==> src/rtl/instr_sequencer.sv <==
// Multi-cycle FETCH/DECODE/EXECUTE/MEMORY/WRITEBACK control sequencer for the LEGv8 core.
// Optional single-step start input enabled by defining INSTR_SEQUENCER_SINGLE_STEP_EN.
module instr_sequencer #(
  parameter int MEM_TIMEOUT = 255,
  parameter int CNT_W       = 32
) (
  input  logic             clk,
  input  logic             reset,
  input  logic             run,
`ifdef INSTR_SEQUENCER_SINGLE_STEP_EN
  input  logic             step,
`endif
  input  logic             fetch_ack,
  input  logic             mem_read,
  input  logic             mem_write,
  input  logic             reg_write,
  input  logic             mem_ack,
  output logic             fetch_req,
  output logic             ir_load,
  output logic             reg_read_en,
  output logic             alu_en,
  output logic             mem_req,
  output logic             wb_en,
  output logic             pc_update,
  output logic             busy,
  output logic             fault,
  output logic [2:0]       state,
  output logic [CNT_W-1:0] retired
);

  typedef enum logic [2:0] {
    S_IDLE      = 3'd0,
    S_FETCH     = 3'd1,
    S_DECODE    = 3'd2,
    S_EXECUTE   = 3'd3,
    S_MEMORY    = 3'd4,
    S_WRITEBACK = 3'd5,
    S_FAULT     = 3'd6
  } state_t;

  // Counter only needs to reach MEM_TIMEOUT-1.
  localparam int TMO_W = (MEM_TIMEOUT > 2) ? $clog2(MEM_TIMEOUT) : 1;
  localparam logic [TMO_W-1:0] TMO_LAST = TMO_W'((MEM_TIMEOUT > 0) ? MEM_TIMEOUT - 1 : 0);

  state_t           r_state;
  state_t           w_next;
  logic             r_mem_read;
  logic             r_mem_write;
  logic             r_reg_write;
  logic [TMO_W-1:0] r_tmo_cnt;
  logic [CNT_W-1:0] r_retired;
  logic             w_start;
  logic             w_tmo_hit;

`ifdef INSTR_SEQUENCER_SINGLE_STEP_EN
  assign w_start = run | step;
`else
  assign w_start = run;
`endif

  assign w_tmo_hit = (MEM_TIMEOUT != 0) && (r_tmo_cnt == TMO_LAST);

  // NOTE: sequential state uses non-blocking assignments so every flop samples pre-edge values.
  always_ff @(posedge clk) begin
    if (reset) r_state <= S_IDLE;
    else       r_state <= w_next;
  end

  always_ff @(posedge clk) begin
    if (reset) begin
      r_mem_read  <= 1'b0;
      r_mem_write <= 1'b0;
      r_reg_write <= 1'b0;
      r_tmo_cnt   <= '0;
      r_retired   <= '0;
    end else begin
      if (r_state == S_DECODE) begin
        r_mem_read  <= mem_read;
        r_mem_write <= mem_write;
        r_reg_write <= reg_write;
      end
      // Held at zero outside MEMORY, so every MEMORY visit starts counting from zero.
      if (r_state == S_MEMORY) r_tmo_cnt <= r_tmo_cnt + 1'b1;
      else                     r_tmo_cnt <= '0;
      if (r_state == S_WRITEBACK) r_retired <= r_retired + 1'b1;
    end
  end

  // NOTE: default assignment first so no path through the case leaves a latch.
  always_comb begin
    w_next = r_state;
    case (r_state)
      S_IDLE:      if (w_start) w_next = S_FETCH;
      S_FETCH:     if (fetch_ack) w_next = S_DECODE;
      S_DECODE:    w_next = S_EXECUTE;
      S_EXECUTE:   w_next = (r_mem_read | r_mem_write) ? S_MEMORY : S_WRITEBACK;
      S_MEMORY: begin
        if (mem_ack)        w_next = S_WRITEBACK;
        else if (w_tmo_hit) w_next = S_FAULT;
      end
      S_WRITEBACK: w_next = run ? S_FETCH : S_IDLE;
      S_FAULT:     w_next = S_FAULT;
      default:     w_next = S_IDLE;
    endcase
  end

  always_comb begin
    fetch_req   = 1'b0;
    ir_load     = 1'b0;
    reg_read_en = 1'b0;
    alu_en      = 1'b0;
    mem_req     = 1'b0;
    wb_en       = 1'b0;
    pc_update   = 1'b0;
    fault       = 1'b0;
    case (r_state)
      S_FETCH: begin
        fetch_req = 1'b1;
        ir_load   = fetch_ack;
      end
      S_DECODE:    reg_read_en = 1'b1;
      S_EXECUTE:   alu_en      = 1'b1;
      S_MEMORY:    mem_req     = 1'b1;
      S_WRITEBACK: begin
        pc_update = 1'b1;
        wb_en     = r_reg_write;
      end
      S_FAULT:     fault = 1'b1;
      default: ;
    endcase
    busy = (r_state != S_IDLE) && (r_state != S_FAULT);
  end

  assign state   = r_state;
  assign retired = r_retired;

endmodule

==> config.mk <==
export PLATFORM = sky130hd
export DESIGN_NAME = instr_sequencer
export DESIGN_NICKNAME = d
export VERILOG_FILES = /design/src/rtl/instr_sequencer.sv
export SDC_FILE = /design/constraint.sdc
export NUM_CORES = 1
export LEC_CHECK = 0
export ABC_AREA = 1
export CAP_MARGIN = 25
export CELL_PAD_IN_SITES_DETAIL_PLACEMENT = 1
export CELL_PAD_IN_SITES_GLOBAL_PLACEMENT = 1
export CORE_UTILIZATION = 38
export DETAILED_ROUTE_END_ITERATION = 7
export GPL_TIMING_DRIVEN = 1
export PLACE_DENSITY_LB_ADDON = 0.1
export SLEW_MARGIN = 20
export SYNTH_ARGS = -nofsm -noshare
export SYNTH_HDL_FRONTEND = slang
export SYNTH_SLANG_ARGS = --single-unit
==> constraint.sdc <==
create_clock -name clk -period 2.7 [get_ports clk]
set_input_delay 0.54 -clock clk [delete_from_list [all_inputs] [get_ports clk]]
set_output_delay 0.54 -clock clk [all_outputs]
set_load 0.01 [all_outputs]
After elaboration in Yosys (flattened, before gate mapping)

Index checks and enable logic that the tools add are counted.

Logic and storage cells: 41
Output and inout port bits: 44
Register bits: 46
Input bits: 8

Multiplexer cells: 15
Add/sub/neg operators: 2
Bitwise logic cells: 2
Equality and inequality tests: 11
Reduce and logical (&&, ||, !) cells: 5

Operator list:

| operator                                                              | number |
|---|---|
| 32-bit by 1-bit adder with 32-bit output, second input constant       | 1 |
| 3-bit one-hot mux with 7 select lines                                 | 1 |
| 3-bit two-way mux                                                     | 4 |
| 1-bit two-way mux                                                     | 10 |
| 3-bit equality test, second input constant                            | 3 |
| 8-bit by 1-bit adder with 8-bit output, second input constant         | 1 |
| 8-bit equality test, second input constant                            | 1 |
| 3-bit by 2-bit equality test with 1-bit output, second input constant | 2 |
| 3-bit inequality test, second input constant                          | 2 |
| 2-bit inequality test, second input constant                          | 2 |
| 3-bit by 1-bit equality test with 1-bit output, second input constant | 1 |
| 3-bit zero test                                                       | 1 |
| 3-bit AND reduction                                                   | 1 |
| 3-bit nonzero test                                                    | 1 |
| 2-bit OR reduction                                                    | 1 |
| 1-bit logical AND                                                     | 1 |
| 1-bit inverter                                                        | 1 |
| 1-bit OR                                                              | 1 |

Depth between registers and ports, before layout

Depth after elaboration: 4
Gate-level depth with buffers: 10
Mapped depth without buffers: 9

Worst setup path before layout

Ideal clock, no wire load.

Path kind: reg2out
From: register r_state[2] (netlist: state[2])
To: output port busy
Required time: 2.160 ns
Data arrival time: 1.090 ns
Buffers on the path: 1
Path slack: 1.070 ns
Cell stages (with the launch flop): 5
Cell sequence: dfxtp_1 > buf_2 > inv_1 > nor3_1 > a21oi_1

Word-level cells in the longest chain between the ends: 2
Elaborated cells on any way between the ends: 3
Classes of those cells: 1 x eq/ne; 2 x reduce/logical

Ends and longest elaborated chain:

| item                                                        | RTL line | text |
|---|---|---|
| start: declaration                                          | 45       | `state_t r_state;` |
| start signal: assignment                                    | 66       | `else r_state <= w_next;` |
| 3-bit inequality test or 3-bit nonzero test (tied branches) | 131      | `busy = (r_state != S_IDLE) && (r_state != S_FAULT);` |
| 1-bit logical AND (*)                                       | 131      |  |
| end: declaration                                            | 25       | `output logic busy,` |

Every way passes the cells marked *; elsewhere a longest branch is shown, timed or not.

Worst setup path after layout

From: input port fetch_ack
To: output port ir_load

Word-level cells in the longest chain between the ends: 1

Ends and longest elaborated chain:

| item               | RTL line | text |
|---|---|---|
| start: declaration | 13       | `input logic fetch_ack,` |
| 1-bit two-way mux  | 116      | `case (r_state)` |
| end: declaration   | 19       | `output logic ir_load,` |

Every way passes these cells.

==> impl_metrics.toml <==
[timing]
finClkSkew_ns = 0.0110
fin_setup_tns_ns = 0
rsz0062_at_grt = "false"
min_period_over_period_pct = 86.5
drv_slew = 0
worstMarginPinSlew_ns = 0.391
layout_setup_ws_ns = 0.365
slew_headroom_pct = 73.8
final_hold_viol_count = 0
min_period_ns = 2.33
setup_viol = 0
max_freq_mhz = 428

[placed_design]
placement.setup.worst_slack_ns = 0.346
dp.cells = 510
placed_cell_area_um2 = 3050
port_buffers = 51
gp_congestion = 0.785
place.detailed.hpwl_um = 5190

[min_path]
holdCritStartpoint = "r_tmo_cnt[0]"
hold_class = "flop to flop"

[clock_tree]
clockBufferDepth = 2
cts_sinks = 46
clk_latency_ns = 0.30
postCtsSetupBuffers = 0
ctsHoldBuffers = 0
htreeDepth = 2
clk_pin_slew_ns = 0.09
cts_buffers = 5
cts-resized-gates = 0
cts_tree = "done"
cts_root_buf = "clkbuf_8"

[power_and_ir_drop]
p_total_mw = 1.57
vdd_drop_max_mv = 0.236
power_density_nw_per_um2 = 491
p_leak_nw = 1.22

[yosys]
synth_compound_gate_area_share_pct = 7.57
yosys_warnings = 0
synth_top_area_cell = "dfxtp_1"
synth_cells = 386
synth_mux_area_share_pct = 0
synthAdderAreaFrac_pct = 1.53
synth_top_area_share_pct = 37.6
synthTopCellsByArea = "dfxtp_1, nand2_1, nor2_1"
synth_edf_count = 0
synth.distinct_cells = 29
synth_top_family_by_area = "simple AND/OR/NAND/NOR gates"
syn_avg_cell_area_um2 = 6.34
synth_top_flop_cell = "dfxtp_1"
yosysMostFrequentCell = "nand2_1"
synthSimpleGateAreaFrac_pct = 43.0
syn-num-nets = 397
synth_xor_xnor_area_share_pct = 0.716
synth_seq_area_share_pct = 37.6
async_flop_share_pct = 0
syn_area_um2 = 2450
ys_ff_latch = 46
ys_top_cells_by_count = "nand2_1, nor2_1, inv_1"

[global_routing]
first_global_vias = 2479
grt_overflow = 0
grt_start_max_net_pins = 17
grt_pass1_wl_um = 11400
grt_use_total_pct = 22.0
antenna_found_initial = 0

[route]
firstDrtPassIters = 4
routedWlPerCell_um = 13.1
vias = 2606
drc = 0
via_per_inst = 5.03
drt-initial-drc-count = 109
routed_wl_um = 6810
ant_nets = 0

[setup_path]
critPathLaunch = "fetch_ack"
path_class = "input port to primary output"
r2r-start = "state[2]"
crit_arrival_ns = 1.79
endpoint_kind = "primary output"
required_ns = 2.16
crit_path_start_kind = "input port"
crit_fanout = 2

[final_layout]
diodes = 0
layout-drive-gt1-share_pct = 6.77
area_growth_pct = 30.6
final_cells = 518
final_nets = 453
fin_area_um2 = 3200
seq_area_um2 = 921
fillCellCount = 832
multi_input_area_um2 = 1290

[die]
rows = 28
floorplan.initialDensity_pct = 40.4
dieWidth_um = 82.2
ios = 52
dieHeight_um = 82.2
core_area_um2 = 6060
die-area_um2 = 6760

[job]
max-cap-violations = 0

[run_status]
outcome = "completed"
## state kept, by name (all words and copies together), names as in the netlist
register,count
retired,32
state,3
r_reg_write,1
r_mem_write,1
r_mem_read,1
r_tmo_cnt,8
## through the flow
stage | utilization (%) | hold WS [ns]
finish | 52.7 | 0.459
global route | 52.7 | 0.492
CTS | 52.7 | 0.461
detailed placement | 50.4 | 0.441
global placement | 50.4 | 0.435
floorplan | - | 0.417
## layout make-up
| cell class | count | share of cell area [%] |
|---|---|---|
| clock inverters | 2 | 1.88 |
| clock buffers | 6 | 2.58 |
| inverters | 55 | 6.46 |
| flip-flops and latches | 46 | 28.8 |
| multi-input cells | 279 | 40.4 |
| repair buffers | 55 | 16.9 |
| well taps | 75 | 2.94 |
## report_power, final
| part | switching, mW | internal, mW | total (mW) | leakage, nW |
|---|---|---|---|---|
| Clock | 0.243 | 0.395 | 0.638 | 0.0714 |
| Combinational | 0.110 | 0.0995 | 0.209 | 0.778 |
| Sequential | 0.0269 | 0.696 | 0.723 | 0.371 |
| Total | 0.380 | 1.19 | 1.57 | 1.22 |
## cells in the final DEF (no fill, tap or decap), drive strengths merged
cell type | synthesis | final
xor2 | 1 | 1
clkdlybuf4s50 | 0 | 51
a31o | 1 | 1
nand3 | 35 | 35
dfxtp | 46 | 46
nand2 | 94 | 94
a31oi | 1 | 1
nand3b | 1 | 1
buf | 2 | 4
inv | 55 | 55
xnor2 | 1 | 1
o211a | 1 | 1
nand4 | 11 | 11
a21oi | 18 | 18
nor3 | 8 | 8
nor4 | 2 | 2
ha | 3 | 3
o21a | 2 | 2
bufinv | 0 | 2
o21ai | 11 | 11
nor3b | 2 | 2
clkbuf | 4 | 6
nor2 | 87 | 87
## layer usage
| metal | up-vias | GRT usage (%) | share of wire, % |
|---|---|---|---|
| li1 | 1328 | - | - |
| met4 | 0 | 4.74 | 0.91 |
| met3 | 6 | 3.30 | 3.2 |
| met5 | - | 0 | 0 |
| met1 | 1225 | 26.7 | 48 |
| met2 | 47 | 40.6 | 48 |
## cell families after synthesis
kind of cell | count (synthesis)
simple gates | 240
compound gates | 34
buf+inv | 61
flops | 46
fa+ha+maj | 3
xor+xnor | 2
## worst paths after layout
kind / cells past startpoint / slack, ns / to
setup / recovery: 4 / 0.37 / ir_load
hold / removal: 1 / 0.46 / r_tmo_cnt[0]
setup reg to reg: 9 / 0.89 / retired[24]
hold reg to reg: 1 / 0.46 / r_tmo_cnt[0]
## critical path: stages
cell             delay, ns
clkdlybuf4s50_1       0.47
inv_1                 0.05
nor4_1                0.15
clkdlybuf4s50_1       0.58
(Power assumes the default switching activity.)
